===== src/rtl/mem_arbiter.sv =====
// Two-port arbiter serialising CPU (port 0) and secondary-master (port 1) accesses
// onto the single main-memory port, one transaction in flight, with a WAIT timeout.
package mem_arbiter_pkg;
  typedef struct packed {
    logic [31:0] addr;
    logic [31:0] data;
    logic        access_type;
    logic [1:0]  access_size;
  } mem_cmd_t;
endpackage

module mem_arbiter #(
  parameter bit          FIXED_PRIORITY = 1'b0,
  parameter int unsigned TIMEOUT_CYCLES = 64,
  parameter logic [31:0] TIMEOUT_DATA   = 32'hdead_beef
) (
  input  logic        clk,
  input  logic        rst,
  input  logic        req_mem_access_0,
  input  logic [31:0] addr_0,
  input  logic [31:0] data_in_0,
  input  logic        access_type_0,
  input  logic [1:0]  access_size_0,
  output logic        wait_for_mem_0,
  output logic [31:0] data_out_0,
  input  logic        req_mem_access_1,
  input  logic [31:0] addr_1,
  input  logic [31:0] data_in_1,
  input  logic        access_type_1,
  input  logic [1:0]  access_size_1,
  output logic        wait_for_mem_1,
  output logic [31:0] data_out_1,
  output logic        mem_req_mem_access,
  output logic [31:0] mem_addr,
  output logic [31:0] mem_data,
  output logic        mem_access_type,
  output logic [1:0]  mem_access_size,
  input  logic [31:0] mem_data_in,
  input  logic        mem_wait_for_mem,
  output logic        grant,
  output logic        timeout_err
);
  import mem_arbiter_pkg::*;

  localparam int unsigned CNT_W = $clog2(TIMEOUT_CYCLES);

  typedef enum logic [1:0] {IDLE, ISSUE, WAIT, DONE} state_t;

  state_t           state_q, state_d;
  mem_cmd_t         cmd_q, cmd_d, cmd_0, cmd_1;
  logic             mem_req_q, mem_req_d;
  logic             grant_q, grant_d;
  logic             last_grant_q, last_grant_d;
  logic [CNT_W-1:0] cnt_q, cnt_d;
  logic             terr_q, terr_d;
  logic [31:0]      dout_0_q, dout_0_d, dout_1_q, dout_1_d;
  logic             winner;
  logic             finish;
  logic [31:0]      rdata;

  assign cmd_0 = {addr_0, data_in_0, access_type_0, access_size_0};
  assign cmd_1 = {addr_1, data_in_1, access_type_1, access_size_1};

  // State and registered outputs
  always_ff @(posedge clk or posedge rst) begin
    if (rst) begin
      state_q      <= IDLE;
      cmd_q        <= '0;
      mem_req_q    <= 1'b0;
      grant_q      <= 1'b0;
      last_grant_q <= 1'b1;
      cnt_q        <= '0;
      terr_q       <= 1'b0;
      dout_0_q     <= '0;
      dout_1_q     <= '0;
    end else begin
      state_q      <= state_d;
      cmd_q        <= cmd_d;
      mem_req_q    <= mem_req_d;
      grant_q      <= grant_d;
      last_grant_q <= last_grant_d;
      cnt_q        <= cnt_d;
      terr_q       <= terr_d;
      dout_0_q     <= dout_0_d;
      dout_1_q     <= dout_1_d;
    end
  end

  // Next state; the mem request pulse is set on entry to ISSUE so it is high during ISSUE
  always_comb begin
    state_d      = state_q;
    cmd_d        = cmd_q;
    mem_req_d    = 1'b0;
    grant_d      = grant_q;
    last_grant_d = last_grant_q;
    cnt_d        = cnt_q;
    terr_d       = terr_q;
    dout_0_d     = dout_0_q;
    dout_1_d     = dout_1_q;
    winner       = 1'b0;
    finish       = 1'b0;
    rdata        = '0;
    case (state_q)
      IDLE: begin
        if (req_mem_access_0 || req_mem_access_1) begin
          if (req_mem_access_0 && req_mem_access_1)
            winner = FIXED_PRIORITY ? 1'b0 : ~last_grant_q;
          else
            winner = req_mem_access_1;
          cmd_d        = winner ? cmd_1 : cmd_0;
          grant_d      = winner;
          last_grant_d = winner;
          mem_req_d    = 1'b1;
          state_d      = ISSUE;
        end
      end
      ISSUE: begin
        cnt_d   = '0;
        state_d = WAIT;
      end
      WAIT: begin
        if (!mem_wait_for_mem) begin
          rdata  = mem_data_in;
          finish = 1'b1;
        end else if (cnt_q == CNT_W'(TIMEOUT_CYCLES - 1)) begin
          rdata  = TIMEOUT_DATA;
          terr_d = 1'b1;
          finish = 1'b1;
        end else begin
          cnt_d = cnt_q + CNT_W'(1);
        end
        if (finish) begin
          state_d = DONE;
          if (grant_q) dout_1_d = rdata;
          else         dout_0_d = rdata;
        end
      end
      DONE:    state_d = IDLE;
      default: state_d = IDLE;
    endcase
  end

  assign wait_for_mem_0 = req_mem_access_0 & ~((state_q == DONE) & ~grant_q);
  assign wait_for_mem_1 = req_mem_access_1 & ~((state_q == DONE) &  grant_q);

  assign data_out_0         = dout_0_q;
  assign data_out_1         = dout_1_q;
  assign mem_req_mem_access = mem_req_q;
  assign mem_addr           = cmd_q.addr;
  assign mem_data           = cmd_q.data;
  assign mem_access_type    = cmd_q.access_type;
  assign mem_access_size    = cmd_q.access_size;
  assign grant              = grant_q;
  assign timeout_err        = terr_q;

endmodule

===== config.mk =====
export PLATFORM = sky130hd
export DESIGN_NAME = mem_arbiter
export DESIGN_NICKNAME = d
export VERILOG_FILES = /design/src/rtl/mem_arbiter.sv
export SDC_FILE = /design/constraint.sdc
export NUM_CORES = 1
export LEC_CHECK = 0
export BUFFER_PORTS_ARGS = -buffer_cell sky130_fd_sc_hd__buf_2
export CORE_MARGIN = 10
export CORE_UTILIZATION = 49
export CTS_CLUSTER_DIAMETER = 200
export DETAILED_ROUTE_END_ITERATION = 10
export GPL_ROUTABILITY_DRIVEN = 0
export GPL_TIMING_DRIVEN = 0
export PLACE_DENSITY = 0.95
export SLEW_MARGIN = 20
export SYNTH_ARGS = -nofsm -noshare
export SYNTH_HDL_FRONTEND = slang
export SYNTH_SLANG_ARGS = --single-unit

===== constraint.sdc =====
create_clock -name clk -period 10.7 [get_ports clk]
set_input_delay 3.21 -clock clk [delete_from_list [all_inputs] [get_ports clk]]
set_output_delay 3.21 -clock clk [all_outputs]
set_load 0.02 [all_outputs]

---- Word level (Yosys, flattened, before mapping) ----
Index checks and enable logic that the tools add are counted.
cells by class
  add/subtract/negate cells ............... 1
  equality and inequality tests ........... 8
  multiplexer cells ....................... 17
  bitwise operators ....................... 8
  reductions and logical operators ........ 10
operators with widths
  kind                 count
  $mux 67              1
  $mux 32              2
  $mux 6               2
  $pmux 6 s2           1
  $reduce_and 3->1     4
  $mux 1               8
  $ne 2x2->1 const B   4
  $pmux 2 s4           1
  $add 6x1->6 const B  1
  $eq 6x6->1 const B   1
  $and 1x1->1          4
  $eq 2x2->1 const B   2
  $mux 2               2
  $not 1->1            4
  $reduce_and 2->1     2
  $eq 2x1->1 const B   1
  $logic_not 2->1      1
  $reduce_bool 2->1    1
  $logic_and 1x1->1    1
  $logic_or 1x1->1     1
storage, ports and cells
  register bits after elaboration ......... 143
  input port bits ......................... 171
  output and inout port bits .............. 136
  word-level logic and storage cells ...... 56

---- Depth between registers and ports, before layout ----
  word-level depth ........................ 6
  mapped depth ............................ 7
  depth with buffers taken out ............ 6

---- Least setup slack after synthesis ----
OpenSTA, ideal clock, no wires.
  kind .................................... input to output
  start ................................... input req_mem_access_0
  end ..................................... output wait_for_mem_0
  arrival time ............................ 3.719 ns
  required time ........................... 7.490 ns
  setup slack ............................. 3.771 ns
  stages on the path ...................... 1
  buffers on the path ..................... 0
  path through ............................ a21boi_0
between the ends
  word-level cells in the longest chain between the ends .. 1
ends and longest elaborated chain
  what             line  source
  start, declared  19    input logic req_mem_access_0,
  $and 1x1->1      143   assign wait_for_mem_0 = req_mem_access_0 & ~((state_q == DONE) & ~grant_q);
  end, declared    24    output logic wait_for_mem_0,
Every way passes these cells.

---- Worst setup path after layout ----
  start ................................... input req_mem_access_1
  end ..................................... output wait_for_mem_1
between the ends
  word-level cells in the longest chain between the ends .. 1
ends and longest elaborated chain
  what             line  source
  start, declared  26    input logic req_mem_access_1,
  $and 1x1->1      144   assign wait_for_mem_1 = req_mem_access_1 & ~((state_q == DONE) & grant_q);
  end, declared    31    output logic wait_for_mem_1,
Every way passes these cells.

==> flow_summary.yaml <==
logic_synthesis:
  synth-async-reset-ratio: 1.000
  synth_enable_flop_cells: 0
  ys_top_cells_by_area: "sky130_fd_sc_hd__dfrtp_1 58%, sky130_fd_sc_hd__mux2i_1 11%, sky130_fd_sc_hd__o22a_2 4.7%"
  postSynthNetCount: 681
  yosys.area.top_type: "sky130_fd_sc_hd__dfrtp_1"
  synth_top_cells_by_count: "142 x sky130_fd_sc_hd__dfrtp_1, 71 x sky130_fd_sc_hd__nand2_1, 68 x sky130_fd_sc_hd__mux2i_1, 49 x sky130_fd_sc_hd__o21ai_0, 29 x sky130_fd_sc_hd__o22a_2"
  syn-mean-instance-area_sq_um: 12.17
  main_combinational_cell_family_by_area_after_synthesis: "compound AO/OA/AOI/OAI gates"
  synth.mux.area_fraction: 0.1128
  ys_seq_elements: 143
  synth_cell_type_count: 43
  synth_fa_ha_area_frac: 0.01224
  synthCells: 504
  synth_compound_gate_area_share: 0.1819
  synth.top_cell.area_share: 0.5792
  synth.cell_area_sq_um: 6135
  post_synth_and_or_nand_nor_area_fraction: 0.06425
  synthesis.yosys.warnings: 0
  ys_dominant_reg_cell: "sky130_fd_sc_hd__dfrtp_1"
  synthXorXnorAreaFrac: 0
  synth_seq_area_share: 0.5835
  yosys.cell_count.top_type: "sky130_fd_sc_hd__dfrtp_1"
power:
  power_per_cell_area_nw_per_um2: 313.3
  totalPowerFinal_w: 0.002658
  leakage_power_of_the_design_nw: 4.248
  ir_worst_vdd_mv: 0.1330
job:
  number_of_violations_of_the_max_capacitance_limit: 0
placed_design:
  place_hpwl_um: 16180
  io_buffers: 305
setup_path:
  crit-reg2reg-capture: "mem_data[0]"
  r2r_slack_ns: 8.64
  timing.critical_path.slowest_cell_delay_ns: 0.19
  r2r_cells: 7
  critical-path-top-cell-by-count: "sky130_fd_sc_hd__buf_2"
  critical_path.endpoint_type: "output pin"
  path_class: "input port to output pin"
  crit_fanout: 5
  r2r_start: "state_q[0]"
  critical_path.slowest_cell: "sky130_fd_sc_hd__buf_2"
  path_cells: "buf_2 > a21boi_0 > buf_2"
  critical_path_rt_ns: 7.49
  crit_path_start_kind: "input port"
  worst_ep_arrival_time_ns: 3.70
timing:
  timing_worst_slew_pin_value_ns: 0.6390
  timing.final.hold_violations: 0
  worst_clock_skew_ns: 0.007113
  clock.fmax_ghz: 0.1448
  post-route-period-util: 0.6455
  slew_margin_rel: 0.5740
  timing.setup.tns_ns: 0
  finalWorstPathRequiredPeriod_ns: 6.907
  setup_viol_count_final: 0
  slew_violations: 0
  rsz0062_at_grt: "false"
floorplan:
  num_rows: 40
  starting_density: 0.5065
  fp.dieArea_sq_um: 17400
  core_area_sq_um: 12110
  die_h_um: 131.9
  num_io_pins: 307
  die_width_um: 131.9
final_layout:
  drive_gt1_frac: 0.4739
  area.growth.synth_to_final_pct: 38.32
  core_occupancy_in_the_finished_layout: 0.7006
  design.final.nets: 1006
  antenna-diode-count: 0
  fillCellCount: 909
clock_network:
  numCtsBuffers: 17
  cts_setup_buffers: 0
  clk_pin_slew_worst_paths_ns: 0.06
  tritoncts_num_sinks: 143
  post_cts_resized: 0
  worstSkewPairLatency_ns: 0.41
  cts_buffer_depth: 2
  htreeDepth: 4
  cts_root_buf: "sky130_fd_sc_hd__clkbuf_16"
  tritoncts: "done"
  postCtsHoldBufs: 0
global_route:
  first_global_vias: 5789
  grt_max_degree: 89
  grt-ovfl-total: 0
  grt_pass1_wl_um: 32030
  antenna_found_initial: 0
  globalRouteTotalUtil: 0.2285
hold_path:
  worst_hold_startpoint: "mem_data[29]"
  whs_endpoint: "mem_data[29]"
  hold_depth: 2
  worstHoldPathType: "register to register"
route:
  wl_per_cell_um: 19.87
  dr_total_vias: 5330
  detail_route.iter0.violations: 330
  drc_errors: 0
  routed_via_density: 5.277
  drt.antenna.violating_nets: 0
  drt_wl_total_um: 20070
  dr.pass1.iters: 4
status:
  run_status: "complete, no violations"
[cells by family (layout without fill, tap and decap cells)]
logic type / after synthesis / after routing
AOI/OAI and AO/OA: 154 / 154
DFF: 143 / 143
and+or+nand+nor: 91 / 91
muxes: 69 / 69
buffers and inverters: 41 / 379
adders and majority gates: 6 / 6
[how the worst max path moves through the flow]
stage / startpoint / to / slack [ns] / depth (start not counted)
final: req_mem_access_1 / wait_for_mem_1 / 3.79 / 3
after global routing: req_mem_access_1 / wait_for_mem_1 / 3.69 / 3
after CTS: req_mem_access_1 / wait_for_mem_1 / 3.78 / 3
after detailed placement: req_mem_access_1 / wait_for_mem_1 / 3.79 / 3
after global placement: rst / mem_addr[22] / 2.24 / 2
after floorplan: rst / cnt_q[0] / 3.65 / 1
[critical path, delay by kind of cell]
kind | cells | cell delay [ns]
buf+inv | 2 | 0.32
compound gates | 1 | 0.17
[layout make-up]
class,count,area (sq um),share of cell area
Buffer,33,247.7,0.02919
Clock buffer,19,452.9,0.05338
Clock inverter,13,126.4,0.01489
Inverter,8,37.54,0.004423
Multi-Input combinational cell,320,2277,0.2684
Sequential cell,143,3580,0.4219
Tap cell,168,210.2,0.02477
Timing Repair Buffer,306,1554,0.1831
[sequential cells by signal, indices dropped and copies added, names as in the netlist]
| register | cells |
|---|---|
| cnt_q | 6 |
| mem_access_type | 1 |
| data_out_1 | 32 |
| data_out_0 | 32 |
| mem_access_size | 2 |
| mem_data | 32 |
| timeout_err | 1 |
| mem_addr | 32 |
| state_q | 2 |
| last_grant_q | 1 |
| mem_req_mem_access | 1 |
| grant | 1 |
[per-layer routing]
layer,GRT usage,vias to the layer above,part of all wire
met5,0,-,0
met1,0.2631,2572,0.39
met2,0.3973,252,0.52
met4,0.07664,0,0.019
met3,0.06555,28,0.073
li1,-,2478,-
[layout by cell type, fill, tap and decap left out, types with 2 or more instances in the layout]
master	n
sky130_fd_sc_hd__buf_2	309
sky130_fd_sc_hd__dfrtp_1	142
sky130_fd_sc_hd__nand2_1	71
sky130_fd_sc_hd__mux2i_1	68
sky130_fd_sc_hd__o21ai_0	49
sky130_fd_sc_hd__o22a_2	29
sky130_fd_sc_hd__o22a_1	19
sky130_fd_sc_hd__o21ai_1	19
sky130_fd_sc_hd__clkbuf_16	17
sky130_fd_sc_hd__a22o_1	16
sky130_fd_sc_hd__clkbuf_1	13
sky130_fd_sc_hd__buf_6	7
sky130_fd_sc_hd__inv_1	7
sky130_fd_sc_hd__buf_4	6
sky130_fd_sc_hd__ha_1	6
sky130_fd_sc_hd__nor3_1	5
sky130_fd_sc_hd__inv_6	5
sky130_fd_sc_hd__a21oi_1	4
sky130_fd_sc_hd__clkinv_4	4
sky130_fd_sc_hd__nor2_1	3
sky130_fd_sc_hd__a31oi_1	3
sky130_fd_sc_hd__nand2_2	2
sky130_fd_sc_hd__or2_1	2
sky130_fd_sc_hd__a21oi_4	2
sky130_fd_sc_hd__a21o_2	2
sky130_fd_sc_hd__buf_12	2
sky130_fd_sc_hd__o21bai_1	2
sky130_fd_sc_hd__a21boi_0	2
sky130_fd_sc_hd__clkinv_2	2
sky130_fd_sc_hd__clkbuf_8	2
[where the power goes]
part	leakage (nW)	total, W	switching, W	internal [W]
sequential	1.69	0.000929	0.000139	0.000790
clock	0.285	0.000574	0.000238	0.000337
combinational	2.27	0.00116	0.000733	0.000422
[per-stage QoR]
step	instance area (sq um)	hold WS, ns	instances	worst slack, ns
after global routing	8486	0.4940	1010	3.693
after global placement	7871	0.4567	977	2.244
after CTS	8486	0.4784	1010	3.784
after detailed placement	7906	0.4651	978	3.790
after floorplan	6135	0.4741	504	3.654
final	8486	0.4748	1010	3.793
Note: power is estimated with default switching activity, not from simulation.
